===== src/rtl/lsu_mem_pkg.sv =====
// Shared encodings for the load/store sequencer: access sizes, FSM states,
// default watchdog limit and the alignment legality check.
package lsu_mem_pkg;

  localparam logic [1:0] SZ_BYTE = 2'b00;
  localparam logic [1:0] SZ_HALF = 2'b01;
  localparam logic [1:0] SZ_WORD = 2'b10;

  localparam int unsigned TIMEOUT_DEFAULT = 15;

  typedef enum logic [2:0] {
    StIdle,
    StRd,
    StRmwRd,
    StRmwWr,
    StWr,
    StResp
  } lsu_state_e;

  // Illegal size code or an access that straddles its natural alignment.
  function automatic logic is_bad_access(input logic [1:0] size, input logic [1:0] lane);
    logic bad;
    case (size)
      SZ_BYTE: bad = 1'b0;
      SZ_HALF: bad = lane[0];
      SZ_WORD: bad = (lane != 2'b00);
      default: bad = 1'b1;
    endcase
    return bad;
  endfunction

endpackage


===== src/rtl/lsu_align_unit.sv =====
// Combinational byte-lane steering: extracts/extends sub-word load data and
// merges sub-word store data into a freshly read memory word (little-endian).
module lsu_align_unit
  import lsu_mem_pkg::*;
(
  input  logic [1:0]  lane_i,
  input  logic [1:0]  size_i,
  input  logic        is_signed_i,
  input  logic [31:0] rd_data_i,
  input  logic [31:0] wr_data_i,
  output logic [31:0] load_data_o,
  output logic [31:0] store_word_o
);

  logic [31:0] shifted;

  // Load path: shift the addressed lane down, then sign- or zero-fill.
  always_comb begin
    shifted     = rd_data_i >> {lane_i, 3'b000};
    load_data_o = rd_data_i;
    case (size_i)
      SZ_BYTE: load_data_o = {{24{is_signed_i & shifted[7]}}, shifted[7:0]};
      SZ_HALF: load_data_o = {{16{is_signed_i & shifted[15]}}, shifted[15:0]};
      default: load_data_o = rd_data_i;
    endcase
  end

  // Store path: overwrite only the addressed lane(s) of the read word.
  always_comb begin
    store_word_o = rd_data_i;
    case (size_i)
      SZ_BYTE: store_word_o[{lane_i, 3'b000} +: 8]       = wr_data_i[7:0];
      SZ_HALF: store_word_o[{lane_i[1], 4'b0000} +: 16]  = wr_data_i[15:0];
      default: store_word_o = wr_data_i;
    endcase
  end

endmodule


===== src/rtl/lsu_mem_ctrl.sv =====
// Load/store sequencer in front of a word-addressed data memory. One request
// at a time; sub-word stores use read-modify-write.
// Optional macro LSU_TIMEOUT_EN adds a per-access watchdog of TIMEOUT cycles.
module lsu_mem_ctrl
  import lsu_mem_pkg::*;
#(
  parameter int unsigned ADDR_W  = 10,
  parameter int unsigned DATA_W  = 32,
  parameter int unsigned TIMEOUT = TIMEOUT_DEFAULT
) (
  input  logic              clk,
  input  logic              rst,
  input  logic              req_valid,
  output logic              req_ready,
  input  logic              req_we,
  input  logic [1:0]        req_size,
  input  logic              req_signed,
  input  logic [ADDR_W+1:0] req_addr,
  input  logic [DATA_W-1:0] req_wdata,
  output logic              rsp_valid,
  output logic [DATA_W-1:0] rsp_rdata,
  output logic              rsp_err,
  output logic              mem_read,
  output logic              mem_write,
  output logic [ADDR_W-1:0] mem_read_addr,
  output logic [ADDR_W-1:0] mem_write_addr,
  output logic [DATA_W-1:0] mem_wr_data,
  input  logic [DATA_W-1:0] mem_rd_data,
  input  logic              mem_wr_done,
  input  logic              mem_rd_done
);

  if (DATA_W != 32 || TIMEOUT == 0) begin : gen_param_check
    $error("lsu_mem_ctrl: DATA_W must be 32 and TIMEOUT nonzero");
  end

  lsu_state_e        state_q, state_d;
  logic [ADDR_W-1:0] word_q, word_d;
  logic [1:0]        lane_q, lane_d;
  logic [1:0]        size_q, size_d;
  logic              signed_q, signed_d;
  logic [31:0]       wdata_q, wdata_d;  // store data, later the merged RMW word
  logic [31:0]       rdata_q, rdata_d;
  logic              err_q, err_d;
  logic [31:0]       load_data, store_word;
  logic              timeout_hit;

  lsu_align_unit u_align (
    .lane_i       (lane_q),
    .size_i       (size_q),
    .is_signed_i  (signed_q),
    .rd_data_i    (mem_rd_data),
    .wr_data_i    (wdata_q),
    .load_data_o  (load_data),
    .store_word_o (store_word)
  );

`ifdef LSU_TIMEOUT_EN
  localparam int unsigned CntW = $clog2(TIMEOUT + 1);
  logic [CntW-1:0] cnt_q, cnt_d;
  logic            in_wait;

  // Watchdog: restarts on every state change, counts while waiting on memory.
  always_comb begin
    in_wait     = state_q inside {StRd, StRmwRd, StWr, StRmwWr};
    cnt_d       = (in_wait && state_d == state_q) ? cnt_q + 1'b1 : '0;
    timeout_hit = in_wait && (cnt_q == CntW'(TIMEOUT - 1));
  end

  // Watchdog counter register.
  always_ff @(posedge clk) begin
    if (rst) cnt_q <= '0;
    else     cnt_q <= cnt_d;
  end
`else
  assign timeout_hit = 1'b0;
`endif

  // Next-state and captured-request logic.
  always_comb begin
    state_d  = state_q;
    word_d   = word_q;
    lane_d   = lane_q;
    size_d   = size_q;
    signed_d = signed_q;
    wdata_d  = wdata_q;
    rdata_d  = rdata_q;
    err_d    = err_q;
    unique case (state_q)
      StIdle: begin
        if (req_valid) begin
          word_d   = req_addr[ADDR_W+1:2];
          lane_d   = req_addr[1:0];
          size_d   = req_size;
          signed_d = req_signed;
          wdata_d  = req_wdata;
          rdata_d  = '0;
          err_d    = 1'b0;
          if (is_bad_access(req_size, req_addr[1:0])) begin
            err_d   = 1'b1;
            state_d = StResp;
          end else if (!req_we)           state_d = StRd;
          else if (req_size == SZ_WORD)   state_d = StWr;
          else                            state_d = StRmwRd;
        end
      end
      StRd, StRmwRd: begin
        if (mem_rd_done) begin
          if (state_q == StRd) begin
            rdata_d = load_data;
            state_d = StResp;
          end else begin
            wdata_d = store_word;
            state_d = StRmwWr;
          end
        end else if (timeout_hit) begin
          err_d   = 1'b1;
          rdata_d = '0;
          state_d = StResp;
        end
      end
      StWr, StRmwWr: begin
        if (mem_wr_done) begin
          state_d = StResp;
        end else if (timeout_hit) begin
          err_d   = 1'b1;
          state_d = StResp;
        end
      end
      StResp:  state_d = StIdle;
      default: state_d = StIdle;
    endcase
  end

  // State and request registers.
  always_ff @(posedge clk) begin
    if (rst) begin
      state_q  <= StIdle;
      word_q   <= '0;
      lane_q   <= '0;
      size_q   <= '0;
      signed_q <= 1'b0;
      wdata_q  <= '0;
      rdata_q  <= '0;
      err_q    <= 1'b0;
    end else begin
      state_q  <= state_d;
      word_q   <= word_d;
      lane_q   <= lane_d;
      size_q   <= size_d;
      signed_q <= signed_d;
      wdata_q  <= wdata_d;
      rdata_q  <= rdata_d;
      err_q    <= err_d;
    end
  end

  // Outputs decoded from state; data buses are zero when idle.
  always_comb begin
    req_ready      = (state_q == StIdle);
    mem_read       = (state_q == StRd) || (state_q == StRmwRd);
    mem_write      = (state_q == StWr) || (state_q == StRmwWr);
    mem_read_addr  = mem_read ? word_q : '0;
    mem_write_addr = mem_write ? word_q : '0;
    mem_wr_data    = mem_write ? wdata_q : '0;
    rsp_valid      = (state_q == StResp);
    rsp_rdata      = rsp_valid ? rdata_q : '0;
    rsp_err        = rsp_valid & err_q;
  end

endmodule


===== config.mk =====
export PLATFORM = sky130hd
export DESIGN_NAME = lsu_mem_ctrl
export DESIGN_NICKNAME = d
export VERILOG_FILES = /design/src/rtl/lsu_mem_pkg.sv /design/src/rtl/lsu_align_unit.sv /design/src/rtl/lsu_mem_ctrl.sv
export SDC_FILE = /design/constraint.sdc
export NUM_CORES = 1
export LEC_CHECK = 0
export BUFFER_PORTS_ARGS = -buffer_cell sky130_fd_sc_hd__buf_2
export CAP_MARGIN = 0
export CORE_MARGIN = 2
export CORE_UTILIZATION = 47
export CTS_CLUSTER_DIAMETER = 40
export DETAILED_ROUTE_END_ITERATION = 10
export HOLD_SLACK_MARGIN = 0.15
export PLACE_DENSITY = 0.78
export SLEW_MARGIN = 20
export SYNTH_ARGS = -nofsm -noshare
export SYNTH_HDL_FRONTEND = slang
export SYNTH_SLANG_ARGS = --single-unit

===== constraint.sdc =====
create_clock -name clk -period 2.5 [get_ports clk]
set_input_delay 0.125 -clock clk [delete_from_list [all_inputs] [get_ports clk]]
set_output_delay 0.125 -clock clk [all_outputs]
set_load 0.02 [all_outputs]

==> results.cfg <==
[clock_network]
clock_latency_ns = 0.34
root_buffer = clkbuf_16
cts_made_buffers = 9
clockBufferDepth = 2
htree_levels = 3
cts.sinks = 83
clkTransAtPathRegs_ns = 0.07
post_cts.repair.setup_buffers = 0
cts_tree = built

[drt]
wl_per_cell_um = 18.1
num_vias = 5799
drt_first_pass_iters = 5
drt-initial-drc-count = 371
drc = 0
vias_per_cell = 5.98
drtAntennaViolNets = 0
wl_um = 17600

[hold_path]
min_from = req_wdata[11]
hold_path_class = in -> reg
whs_endpoint = wdata_q[11]
hold_depth = 3

[pwr]
p_per_area_mw_per_mm2 = 660
peakVddDrop_mv = 0.419
p_leak_nw = 3.03
power_w = 0.00466

[layout]
final_util = 0.621
mostFrequentLayoutCells = buf_2 (173), and2_1 (87), dfxtp_1 (83), nand2_1 (54), dlygate4sd3_1 (43)
layout.nets = 912
antenna-diode-count = 0
final_cells = 970
drive_gt1_frac = 0.282
design_area_mm2 = 0.00706
final_common_cell = buf_2
area_growth_pct = 29.5
fillers = 973

[synth]
ys.flop_type = dfxtp_1
synth_edf_count = 0
syn_inst = 639
ys_seq_area_frac = 0.305
syn_avg_cell_area_um2 = 8.53
syn_area_mm2 = 0.00545
async_reset_ff_frac = 0
syn-num-nets = 729
synth_seq_cells = 83
yosys_warnings = 0
ys_types = 60

[floorplanning]
fp.dieW_um = 112
ioPinCount = 174
core.rowCount = 39
die-area_mm2 = 0.0125
core-area_mm2 = 0.0114
die_h_um = 112
start_util = 0.479

[setup_path]
rr_startpoint = lane_q[0]
reg2regPathDepth = 6
r2r_end = wdata_q[12]
crit_path_start_kind = flop
crit_path_max_fanout = 28
required_ns = 2.38
endpoint_kind = output port
reg2reg_slack_ns = 0.22
crit_arrival_ns = 2.17
crit_type = reg -> out

[placed_design]
place.gp.congestion = 0.871
post-place-cells = 911
numPortBuffers = 173
dp_hpwl_um = 12500
place_area_mm2 = 0.00631

[global_routing]
grt-ovfl-total = 0
grt_start_max_net_pins = 46
antenna_found_initial = 0
gr-usage-all-layers = 0.274
grt_pass1_vias = 5631
grt_pass1_wl_um = 28100

[timing]
post-route-period-util = 0.919
drv_slew = 0
finClkSkew_ns = 0.00899
setup_viol = 0
period_minus_slack_ns = 2.30
hold_viol_final = 0
worstMarginPinSlew_ns = 1.00
setup_tns_ns = 0
slew_headroom = 0.325
rsz0062_at_grt = no
max_freq_ghz = 0.435

[run_status]
status = complete, no violations

[run]
maxCapViolations = 0
==> power breakdown <==
part | leakage [nW] | internal (W) | switching, W
clock network | 0.155 | 0.000814 | 0.000574
logic | 2.20 | 0.000626 | 0.000964
registers | 0.678 | 0.00149 | 0.000187
total | 3.03 | 0.00293 | 0.00172
==> cell usage after synthesis (7+ instances only) <==
cell        n  area [µm²]
a211o_1     9        78.8
a211oi_1   17         128
a21oi_1    38         190
a221o_1    15         150
a221oi_1   24         210
a22oi_1    23         173
a32o_1      8        80.1
and2_1     87         544
buf_2      18        90.1
buf_4       9        67.6
clkbuf_1   24        90.1
dfxtp_1    83        1660
inv_1      19        71.3
mux2_2      7        78.8
mux2i_1    31         310
nand2_1    54         203
nand2b_1   25         156
nand3_1     8        40.0
nand3b_1   11        82.6
nor2_1     15        56.3
o211ai_1    8        60.1
o21ai_0    12        60.1
o21bai_1   16         120
o2bb2ai_1   8        70.1
o31ai_1     8        60.1
==> kinds of logic (layout without fill, tap and decap cells) <==
| kind of cell | count (synthesis) | after routing | synth area share |
|---|---|---|---|
| multiplexers | 40 | 40 | 0.0797 |
| AO/OA/AOI/OAI | 205 | 205 | 0.292 |
| flip-flops | 83 | 83 | 0.305 |
| XOR/XNOR | 1 | 1 | 0.00161 |
| AND/OR/NAND/NOR | 222 | 222 | 0.234 |
| adder cells (fa/ha/maj) | 5 | 5 | 0.0115 |
| buffers and inverters | 83 | 271 | 0.0762 |
==> worst max-delay path, stage by stage, from the launching register on <==
cell     delay (ns)
dfxtp_1        0.62
xnor2_1        0.22
or2_1          0.37
inv_4          0.27
and2_1         0.18
buf_2          0.16
==> worst max-delay path by stage <==
stage | from | end | slack [ns] | cells past startpoint
after CTS | state_q[1] | mem_read_addr[8] | 0.26 | 5
after floorplan | lane_q[0] | wdata_q[29] | 0.03 | 11
after detailed placement | lane_q[0] | wdata_q[12] | 0.29 | 6
after global routing | lane_q[0] | wdata_q[8] | 0.03 | 6
after global placement | size_q[1] | wdata_q[1] | 0.46 | 4
final | state_q[1] | mem_read_addr[3] | 0.20 | 5
==> layout make-up <==
cell class              count  area (µm²)  share of cell area
flip-flops and latches     83        1660               0.236
clock inverters             6        72.6              0.0103
inverters                  22        85.1              0.0121
well taps                 143         179              0.0254
multi-input cells         473        3380               0.479
repair buffers            233        1440               0.204
clock buffers              10         239              0.0339
==> routing by layer <==
metal  GRT usage  vias up  routed length [µm]
met5           0        -                   0
met4       0.123        0                 611
met3      0.0533       60                1630
met2       0.447      313                8280
met1       0.352     2719                7040
li1            -     2707                   -
==> registers in the layout (all words and copies together), names as in the netlist <==
signal / count
err_q: 1
word_q: 10
lane_q: 2
signed_q: 1
state_q: 3
rdata_q: 32
wdata_q: 32
size_q: 2
==> what timing repair did <==
action	4_1_cts	5_1_grt
gates resized for setup	0	0
hold buffers	43	0
endpoints found under the hold margin	43	0
==> through the flow <==
| stage | worst slack, ns | hold WS (ns) |
|---|---|---|
| after detailed placement | 0.285 | 0.371 |
| after floorplan | 0.0286 | 0.261 |
| after global placement | 0.463 | 0.366 |
| after global routing | 0.0262 | 0.168 |
| final | 0.202 | 0.155 |
| after CTS | 0.258 | 0.151 |
Power figures use the tool's default switching activity.
